`src/rtl/sprite_pkg.sv`:
```
// sprite_pkg: shared definitions for the sprite attribute fetch path.
//   - attribute word field positions (word0 / word1)
//   - size code -> pixel conversion
//   - fetch FSM state encoding
//   - decoded descriptor struct
package sprite_pkg;

  localparam int NUM_SPRITES_DEF = 128;

  // word0 layout
  localparam int W0_ADDR_LSB = 0;   // [11:0]  pattern address
  localparam int W0_ADDR_MSB = 11;
  localparam int W0_MODE     = 15;  // 1 = 8bpp
  localparam int W0_X_LSB    = 16;  // [25:16] x position
  localparam int W0_X_MSB    = 25;

  // word1 layout
  localparam int W1_Y_LSB    = 0;   // [9:0]   y position
  localparam int W1_Y_MSB    = 9;
  localparam int W1_HFLIP    = 16;
  localparam int W1_VFLIP    = 17;
  localparam int W1_Z_LSB    = 18;  // [19:18] priority, 0 = hidden
  localparam int W1_Z_MSB    = 19;
  localparam int W1_COLL_LSB = 20;  // [23:20]
  localparam int W1_COLL_MSB = 23;
  localparam int W1_PAL_LSB  = 24;  // [27:24]
  localparam int W1_PAL_MSB  = 27;
  localparam int W1_W_LSB    = 28;  // [29:28] width size code
  localparam int W1_W_MSB    = 29;
  localparam int W1_H_LSB    = 30;  // [31:30] height size code
  localparam int W1_H_MSB    = 31;

  typedef enum logic [2:0] {
    ST_IDLE,
    ST_RD0,
    ST_RD1,
    ST_EVAL,
    ST_OUT,
    ST_DONE
  } state_e;

  typedef struct packed {
    logic [11:0] addr;
    logic        mode;
    logic [9:0]  x;
    logic [5:0]  dy;
    logic        hflip;
    logic        vflip;
    logic [1:0]  z;
    logic [3:0]  coll;
    logic [3:0]  pal;
    logic [1:0]  width;
    logic [1:0]  height;
  } desc_t;

  // 0->8, 1->16, 2->32, 3->64
  function automatic logic [6:0] size_px(input logic [1:0] code);
    return 7'd8 << code;
  endfunction

endpackage

```
`src/rtl/sprite_attr_decode.sv`:
```
// sprite_attr_decode: combinational decode of one sprite attribute entry.
//   word0, word1 : raw attribute words
//   line         : current display line
//   desc         : decoded descriptor fields (dy = row inside sprite)
//   hit          : sprite is visible on this line
module sprite_attr_decode
  import sprite_pkg::*;
(
  input  logic [31:0] word0,
  input  logic [31:0] word1,
  input  logic [9:0]  line,
  output desc_t       desc,
  output logic        hit
);

  logic [9:0] y;
  logic [9:0] dy;

  assign y  = word1[W1_Y_MSB:W1_Y_LSB];
  // 10-bit wrap lets a sprite starting near the bottom edge continue at the top
  assign dy = line - y;

  always_comb begin
    desc        = '0;
    desc.addr   = word0[W0_ADDR_MSB:W0_ADDR_LSB];
    desc.mode   = word0[W0_MODE];
    desc.x      = word0[W0_X_MSB:W0_X_LSB];
    desc.dy     = dy[5:0];
    desc.hflip  = word1[W1_HFLIP];
    desc.vflip  = word1[W1_VFLIP];
    desc.z      = word1[W1_Z_MSB:W1_Z_LSB];
    desc.coll   = word1[W1_COLL_MSB:W1_COLL_LSB];
    desc.pal    = word1[W1_PAL_MSB:W1_PAL_LSB];
    desc.width  = word1[W1_W_MSB:W1_W_LSB];
    desc.height = word1[W1_H_MSB:W1_H_LSB];
  end

  assign hit = (desc.z != 2'd0) && (dy < {3'd0, size_px(desc.height)});

  logic unused_bits;
  assign unused_bits = ^{word0[14:12], word0[31:26], word1[15:10]};

endmodule

```
`src/rtl/sprite_attr_fetch.sv`:
```
// sprite_attr_fetch: per-line scan of the sprite attribute RAM.
//   clk_i, rst_n_i        : clock, async active-low reset
//   line_start_i, line_i  : line strobe and line number (also aborts a scan)
//   sprite_en_i           : sprites enabled, sampled with line_start_i
//   rd_en_o, rd_addr_o    : RAM read port, rd_data_i valid one cycle later
//   spr_valid_o/ready_i   : descriptor handshake to the renderer
//   spr_*_o               : decoded descriptor of a visible sprite
//   busy_o, done_o        : scan in progress / one-cycle end pulse
//   hit_count_o           : descriptors accepted this line
module sprite_attr_fetch
  import sprite_pkg::*;
#(
  parameter int NUM_SPRITES = NUM_SPRITES_DEF,
  parameter int MAX_HITS    = 128
) (
  input  logic        clk_i,
  input  logic        rst_n_i,
  input  logic        line_start_i,
  input  logic [9:0]  line_i,
  input  logic        sprite_en_i,
  output logic        rd_en_o,
  output logic [7:0]  rd_addr_o,
  input  logic [31:0] rd_data_i,
  output logic        spr_valid_o,
  input  logic        spr_ready_i,
  output logic [6:0]  spr_idx_o,
  output logic [11:0] spr_addr_o,
  output logic        spr_mode_o,
  output logic [9:0]  spr_x_o,
  output logic [5:0]  spr_dy_o,
  output logic        spr_hflip_o,
  output logic        spr_vflip_o,
  output logic [1:0]  spr_z_o,
  output logic [3:0]  spr_coll_o,
  output logic [3:0]  spr_pal_o,
  output logic [1:0]  spr_width_o,
  output logic [1:0]  spr_height_o,
  output logic        busy_o,
  output logic        done_o,
  output logic [7:0]  hit_count_o
);

  localparam logic [6:0] LAST_IDX = 7'(NUM_SPRITES - 1);
  localparam logic [7:0] HIT_LIM  = 8'(MAX_HITS);

  state_e      state;
  logic [6:0]  idx;
  logic [9:0]  line_q;
  logic [31:0] word0_q;
  desc_t       desc_q;
  desc_t       dec;
  logic        dec_hit;

  // word1 is consumed straight off the RAM port in EVAL
  sprite_attr_decode u_dec (
    .word0 (word0_q),
    .word1 (rd_data_i),
    .line  (line_q),
    .desc  (dec),
    .hit   (dec_hit)
  );

  always_ff @(posedge clk_i or negedge rst_n_i) begin
    if (!rst_n_i) begin
      state       <= ST_IDLE;
      idx         <= '0;
      line_q      <= '0;
      word0_q     <= '0;
      desc_q      <= '0;
      spr_idx_o   <= '0;
      spr_valid_o <= 1'b0;
      rd_en_o     <= 1'b0;
      rd_addr_o   <= '0;
      busy_o      <= 1'b0;
      done_o      <= 1'b0;
      hit_count_o <= '0;
    end else begin
      done_o <= 1'b0;
      if (line_start_i) begin
        // new line from any state; an aborted scan ends silently
        line_q      <= line_i;
        idx         <= '0;
        hit_count_o <= '0;
        spr_valid_o <= 1'b0;
        if (sprite_en_i) begin
          state     <= ST_RD0;
          rd_en_o   <= 1'b1;
          rd_addr_o <= 8'h00;
          busy_o    <= 1'b1;
        end else begin
          state   <= ST_DONE;
          rd_en_o <= 1'b0;
          busy_o  <= 1'b0;
          done_o  <= 1'b1;
        end
      end else begin
        case (state)
          ST_IDLE: ;
          ST_RD0: begin
            rd_addr_o <= {idx, 1'b1};
            state     <= ST_RD1;
          end
          ST_RD1: begin
            word0_q <= rd_data_i;
            rd_en_o <= 1'b0;
            state   <= ST_EVAL;
          end
          ST_EVAL: begin
            if (dec_hit) begin
              desc_q      <= dec;
              spr_idx_o   <= idx;
              spr_valid_o <= 1'b1;
              state       <= ST_OUT;
            end else if (idx == LAST_IDX) begin
              busy_o <= 1'b0;
              done_o <= 1'b1;
              state  <= ST_DONE;
            end else begin
              idx       <= idx + 7'd1;
              rd_en_o   <= 1'b1;
              rd_addr_o <= {idx + 7'd1, 1'b0};
              state     <= ST_RD0;
            end
          end
          ST_OUT: begin
            if (spr_ready_i) begin
              spr_valid_o <= 1'b0;
              hit_count_o <= hit_count_o + 8'd1;
              if (idx == LAST_IDX || hit_count_o + 8'd1 == HIT_LIM) begin
                busy_o <= 1'b0;
                done_o <= 1'b1;
                state  <= ST_DONE;
              end else begin
                idx       <= idx + 7'd1;
                rd_en_o   <= 1'b1;
                rd_addr_o <= {idx + 7'd1, 1'b0};
                state     <= ST_RD0;
              end
            end
          end
          ST_DONE: state <= ST_IDLE;
          default: state <= ST_IDLE;
        endcase
      end
    end
  end

  assign spr_addr_o   = desc_q.addr;
  assign spr_mode_o   = desc_q.mode;
  assign spr_x_o      = desc_q.x;
  assign spr_dy_o     = desc_q.dy;
  assign spr_hflip_o  = desc_q.hflip;
  assign spr_vflip_o  = desc_q.vflip;
  assign spr_z_o      = desc_q.z;
  assign spr_coll_o   = desc_q.coll;
  assign spr_pal_o    = desc_q.pal;
  assign spr_width_o  = desc_q.width;
  assign spr_height_o = desc_q.height;

endmodule

```
`config.mk`:
```
export PLATFORM = sky130hd
export DESIGN_NAME = sprite_attr_fetch
export DESIGN_NICKNAME = d
export VERILOG_FILES = /design/src/rtl/sprite_pkg.sv /design/src/rtl/sprite_attr_decode.sv /design/src/rtl/sprite_attr_fetch.sv
export SDC_FILE = /design/constraint.sdc
export NUM_CORES = 1
export LEC_CHECK = 0
export ABC_AREA = 1
export BUFFER_PORTS_ARGS = -buffer_cell sky130_fd_sc_hd__buf_4
export CAP_MARGIN = 10
export CELL_PAD_IN_SITES_DETAIL_PLACEMENT = 0
export CELL_PAD_IN_SITES_GLOBAL_PLACEMENT = 2
export CORE_UTILIZATION = 35
export DETAILED_ROUTE_END_ITERATION = 7
export GPL_ROUTABILITY_DRIVEN = 0
export GPL_TIMING_DRIVEN = 0
export PLACE_DENSITY_LB_ADDON = 0.1
export SLEW_MARGIN = 20
export SYNTH_ARGS = -nofsm -noshare
export SYNTH_HDL_FRONTEND = slang
export SYNTH_SLANG_ARGS = --single-unit
```
`constraint.sdc`:
```
create_clock -name clk_i -period 5.3 [get_ports clk_i]
set_input_delay 1.325 -clock clk_i [delete_from_list [all_inputs] [get_ports clk_i]]
set_output_delay 1.325 -clock clk_i [all_outputs]
set_load 0.02 [all_outputs]
```
Word level (Yosys, flattened, before mapping)
Cells that the tools add are included.

Add/subtract/negate cells: 3. Magnitude comparators: 1. Equal/unequal tests: 15. Shift-type cells: 1. Mux-type cells: 47. Bitwise logic cells: 1. Reductions and logical operators: 18.

Operator list (number): 2-to-1 mux 8 bit (9); 2-to-1 mux 7 bit (5); one-hot mux 8 bit (3 select lines) (1); != test 3 bit (second input constant) (7); 2-to-1 mux 1 bit (20); 2-to-1 mux 3 bit (6); one-hot mux 3 bit (5 select lines) (1); AND reduction 5 bit (3); one-hot mux 7 bit (2 select lines) (1); < comparator 10 x 7 -> 1 bit (1); subtractor 10 bit (1); adder 8 x 1 -> 8 bit (second input constant) (1); == test 8 bit (second input constant) (1); nonzero test 4 bit (2); adder 7 x 1 -> 7 bit (second input constant) (1); == test 7 bit (second input constant) (1); left shift 4 x 2 -> 7 bit (first input constant) (1); == test 3 x 2 -> 1 bit (second input constant) (2); one-hot mux 1 bit (2 select lines) (3); AND reduction 2 bit (3); AND reduction 3 bit (2); AND reduction 6 bit (1); nonzero test 2 bit (3); == test 3 x 1 -> 1 bit (second input constant) (1); other kinds (9) (9).

Bits in registers: 118. Bits of input ports: 47. Output and inout bits: 72. Logic and storage cells: 108.

Depth between registers and ports, before layout
Depth in word-level cells: 7. Depth in mapped cells: 22. Gate-level depth less buffers: 22.

Cells and area by module
From an unflattened synthesis, not the netlist that was laid out.

Cell total of the unflattened synthesis: 582. Area total of the unflattened synthesis: 6218.5 µm².

Modules (own cells, without submodules): sprite_attr_fetch (times used 1, cells each 437, area each 5303.8 µm², seq. area each 3103.0 µm²); sprite_attr_decode (times used 1, cells each 145, area each 914.6 µm², seq. area each 0.0 µm²).

Worst setup path after synthesis
OpenSTA, ideal clock, no wires.

Path type: input to register. From: input port rd_data_i[0]. To: register desc_q (netlist bit spr_dy_o[4]). Setup time: 0.124 ns. Arrival: 3.593 ns. Data required time: 5.176 ns. Path slack: 1.583 ns. Stages on the path: 17. Path buffers: 1. Cell sequence: ha_1 -> fa_1 -> o21ai_2 -> xnor2_1 -> inv_1 -> ha_1 -> o21ai_0 -> nand2_1 -> nand2_1 -> nand2_1 -> nand2_1 -> nand4_1 -> nor2_4 -> nand2_4 -> buf_6 -> nand2_2 -> o21ai_2.

RTL lines: start: declaration (RTL line sprite_attr_fetch.sv:23) `input logic [31:0] rd_data_i,`; end signal: assignment (RTL line sprite_attr_fetch.sv:69) `desc_q <= '0;`; end signal: assignment (RTL line sprite_attr_fetch.sv:110) `desc_q <= dec;`; end: declaration (RTL line sprite_attr_fetch.sv:50) `desc_t desc_q;`.

==> impl_metrics.toml <==
[finish]
design_area_um2 = 7612
layout.nets = 888
final_cells = 1054
syn2layout_area_growth_pct = 30.36
antennaDiodeCount = 0
drive_gt1_share_pct = 28.40
utilization_pct = 47.41

[synth]
synth_nets = 754
ys_top_cells_by_count = "223 x nand2_1, 115 x dfrtp_1, 87 x inv_1, 33 x nand2_2"
synth_edf_count = 0
yosysMostFrequentCell = "nand2_1"
synth_seq_cells = 115
synth_async_sr_flop_share_pct = 100.0
syn_area_per_cell_um2 = 8.451
yosys_most_used_dff = "dfrtp_1"
synth-warning-count = 0
syn_inst = 691
synth_top_area_share_pct = 49.28
ys_types = 34
yosys.area.top_type = "dfrtp_1"
synth-seq-area-share_pct = 49.28
yosys-top-cells-area = "dfrtp_1 49%, nand2_1 14%, inv_1 5.6%, o21ai_2 4.3%, nand2_2 3.5%"
syn-cell-area_um2 = 5839

[clock_network]
cts_root_buffer = "clkbuf_16"
cts_buffers = 17
clock_sinks = 115
cts_resized = 0
cts_setup_buffers = 0
clock_path_buffers = 2
path_clk_slew_ps = 60
htreeDepth = 4
cts_tree = "yes"
holdBufCountCts = 0
clock_latency_ps = 410

[setup_path]
endpoint_kind = "flip-flop"
crit_type = "in -> reg"
crit_arrival_ps = 4110
worst_ep_required_time_ps = 5600
critPathLaunchType = "primary input"
critical_path.max_fanout = 9

[power_and_ir_drop]
p_per_area_nw_per_um2 = 389.3
ir_worst_vdd_uv = 235.4
pwr-share-seq_pct = 38.9
switching_share_pct = 30.30
p_total_mw = 2.963
pwr-share-comb_pct = 21.6
p_leak_nw = 4.131
power_frac_clock_pct = 39.5
intPower_mw = 2.065
p_switching_mw = 0.8978

[sta]
tns_ps = 0
min_period_ps = 3812
timing.final.crit_share_pct = 71.93
finalClockSkew_ps = 6.613
timing.hold.ws_ps = 458.4
finalWorstSetupSlack_ps = 1488
setup_viol = 0
rsz0062_at_grt = "no"
max_freq_ghz = 0.2623
worstMarginPinSlew_ps = 780.9
maxSlewHeadroom_pct = 47.59
hold_violations = 0
slew_violations = 0

[routing]
antenna_left = 0
top_layer = "met4"
first_pass_iters = 4
drt_drc_violations_left = 0
met3_wirelength_um = 488
vias = 4871
wl_um = 14430
routed_via_density = 4.621
drtIter0Drc = 252
route.met2.wl_um = 6876
wl_met1_um = 6834
wl_per_cell_um = 13.69

[run]
drv_cap = 0

[grt]
grt_pass1_vias = 4953
gr-total-overflow = 0
grt_antenna_before_repair = 0
grt_pass1_wl_um = 24420
track_usage_pct = 18.00
grt_max_degree = 73

[place]
placedCellCount = 1022
io_buffer_count = 114
hpwlAfterDp_um = 10760
place_ws_ps = 1031
place_area_um2 = 6997

[die]
dieArea_um2 = 17200
row_count = 46
die_y_um = 131.2
pin_count = 119
die_w_um = 131.2
initial_utilization_pct = 36.36
core_area_um2 = 16060

[hold_path]
hold_path_class = "reg -> reg"

[run_status]
status = "complete, no violations"
## flip-flops by register name (all words and copies together) (netlist names), 4 cells and up
name	flops
word0_q	23
spr_addr_o	12
line_q	10
spr_x_o	10
hit_count_o	8
rd_addr_o	8
idx	7
spr_idx_o	7
spr_dy_o	6
spr_coll_o	4
spr_pal_o	4
## final cells by class
cell class	count	area [um2]
Clock buffer	22	494.2
Multi-Input combinational cell	465	2467
Timing Repair Buffer	115	887.1
Inverter	92	345.3
Tap cell	216	270.3
Clock inverter	10	121.4
Sequential cell	115	2878
Fill cell	1590	8446
Buffer	19	148.9
## critical path: stages
cell and delay [ps]:
buf_4 80, inv_1 60, ha_1 360, or2_1 250, nand2_1 100, xor2_1 260
inv_1 80, ha_1 290, o21ai_0 140, nand2_1 70, nand2_1 50, nand2_1 50
nand2_1 100, nand2_1 70, nor2_2 110, nand4_2 110, nor2_4 280, nor2_2 150
nand3_1 100, nand2_1 60
## path summary, 6_finish.rpt
check / end / startpoint / slack (ps) / cells past startpoint
min in group asynchronous: spr_addr_o[8] / rst_n_i / 830 / 1
max in group asynchronous: line_q[1] / rst_n_i / 3760 / 2
worst max register to register: rd_addr_o[6] / line_q[2] / 2160 / 18
worst max-delay path: rd_addr_o[6] / rd_data_i[2] / 1490 / 20
worst min register to register: spr_addr_o[1] / word0_q[1] / 460 / 2
worst min-delay path: spr_addr_o[1] / word0_q[1] / 460 / 2
## kinds of logic after synthesis
family                   synth area share (%)
adder cells (fa/ha/maj)                 3.557
flip-flops                              49.28
buffers and inverters                   8.464
AND/OR/NAND/NOR                         26.21
AO/OA/AOI/OAI                           10.99
XOR/XNOR                                1.500
## power by group through the flow
stage	Combinational, mW	Clock [mW]	Sequential [mW]
floorplan	0.337	0	1.22
global placement	0.633	0	1.16
detailed placement	0.648	0	1.17
CTS	0.651	1.19	1.15
global route	0.726	1.24	1.18
finish	0.640	1.17	1.15
## layout by cell type (no fill, tap or decap), types with 2 or more instances in the layout
cell / instances
o21ai_0: 27
nor2_1: 29
clkinvlp_4: 4
o21bai_1: 9
inv_6: 2
clkbuf_16: 17
o21ai_2: 29
nor2_4: 3
nand3_1: 28
dfrtp_1: 115
buf_4: 113
ha_1: 15
nand2_1: 223
nand2_4: 2
nand4_1: 13
inv_1: 87
nor2_2: 3
bufinv_16: 2
buf_6: 11
inv_2: 5
xor2_1: 7
clkbuf_1: 7
o21ai_1: 2
a22oi_1: 2
buf_2: 2
nor3_1: 2
xnor2_1: 3
a21oi_1: 14
clkbuf_8: 5
a31oi_1: 2
o22ai_1: 10
nand2_2: 33
nand3_4: 2
## routing by layer
metal | up-vias | GRT usage, %
met2 | 103 | 29.58
met4 | 0 | 7.059
met1 | 2288 | 22.91
met5 | - | 0
li1 | 2463 | -
met3 | 17 | 4.051
No activity file was read; power rests on OpenSTA's default activity.
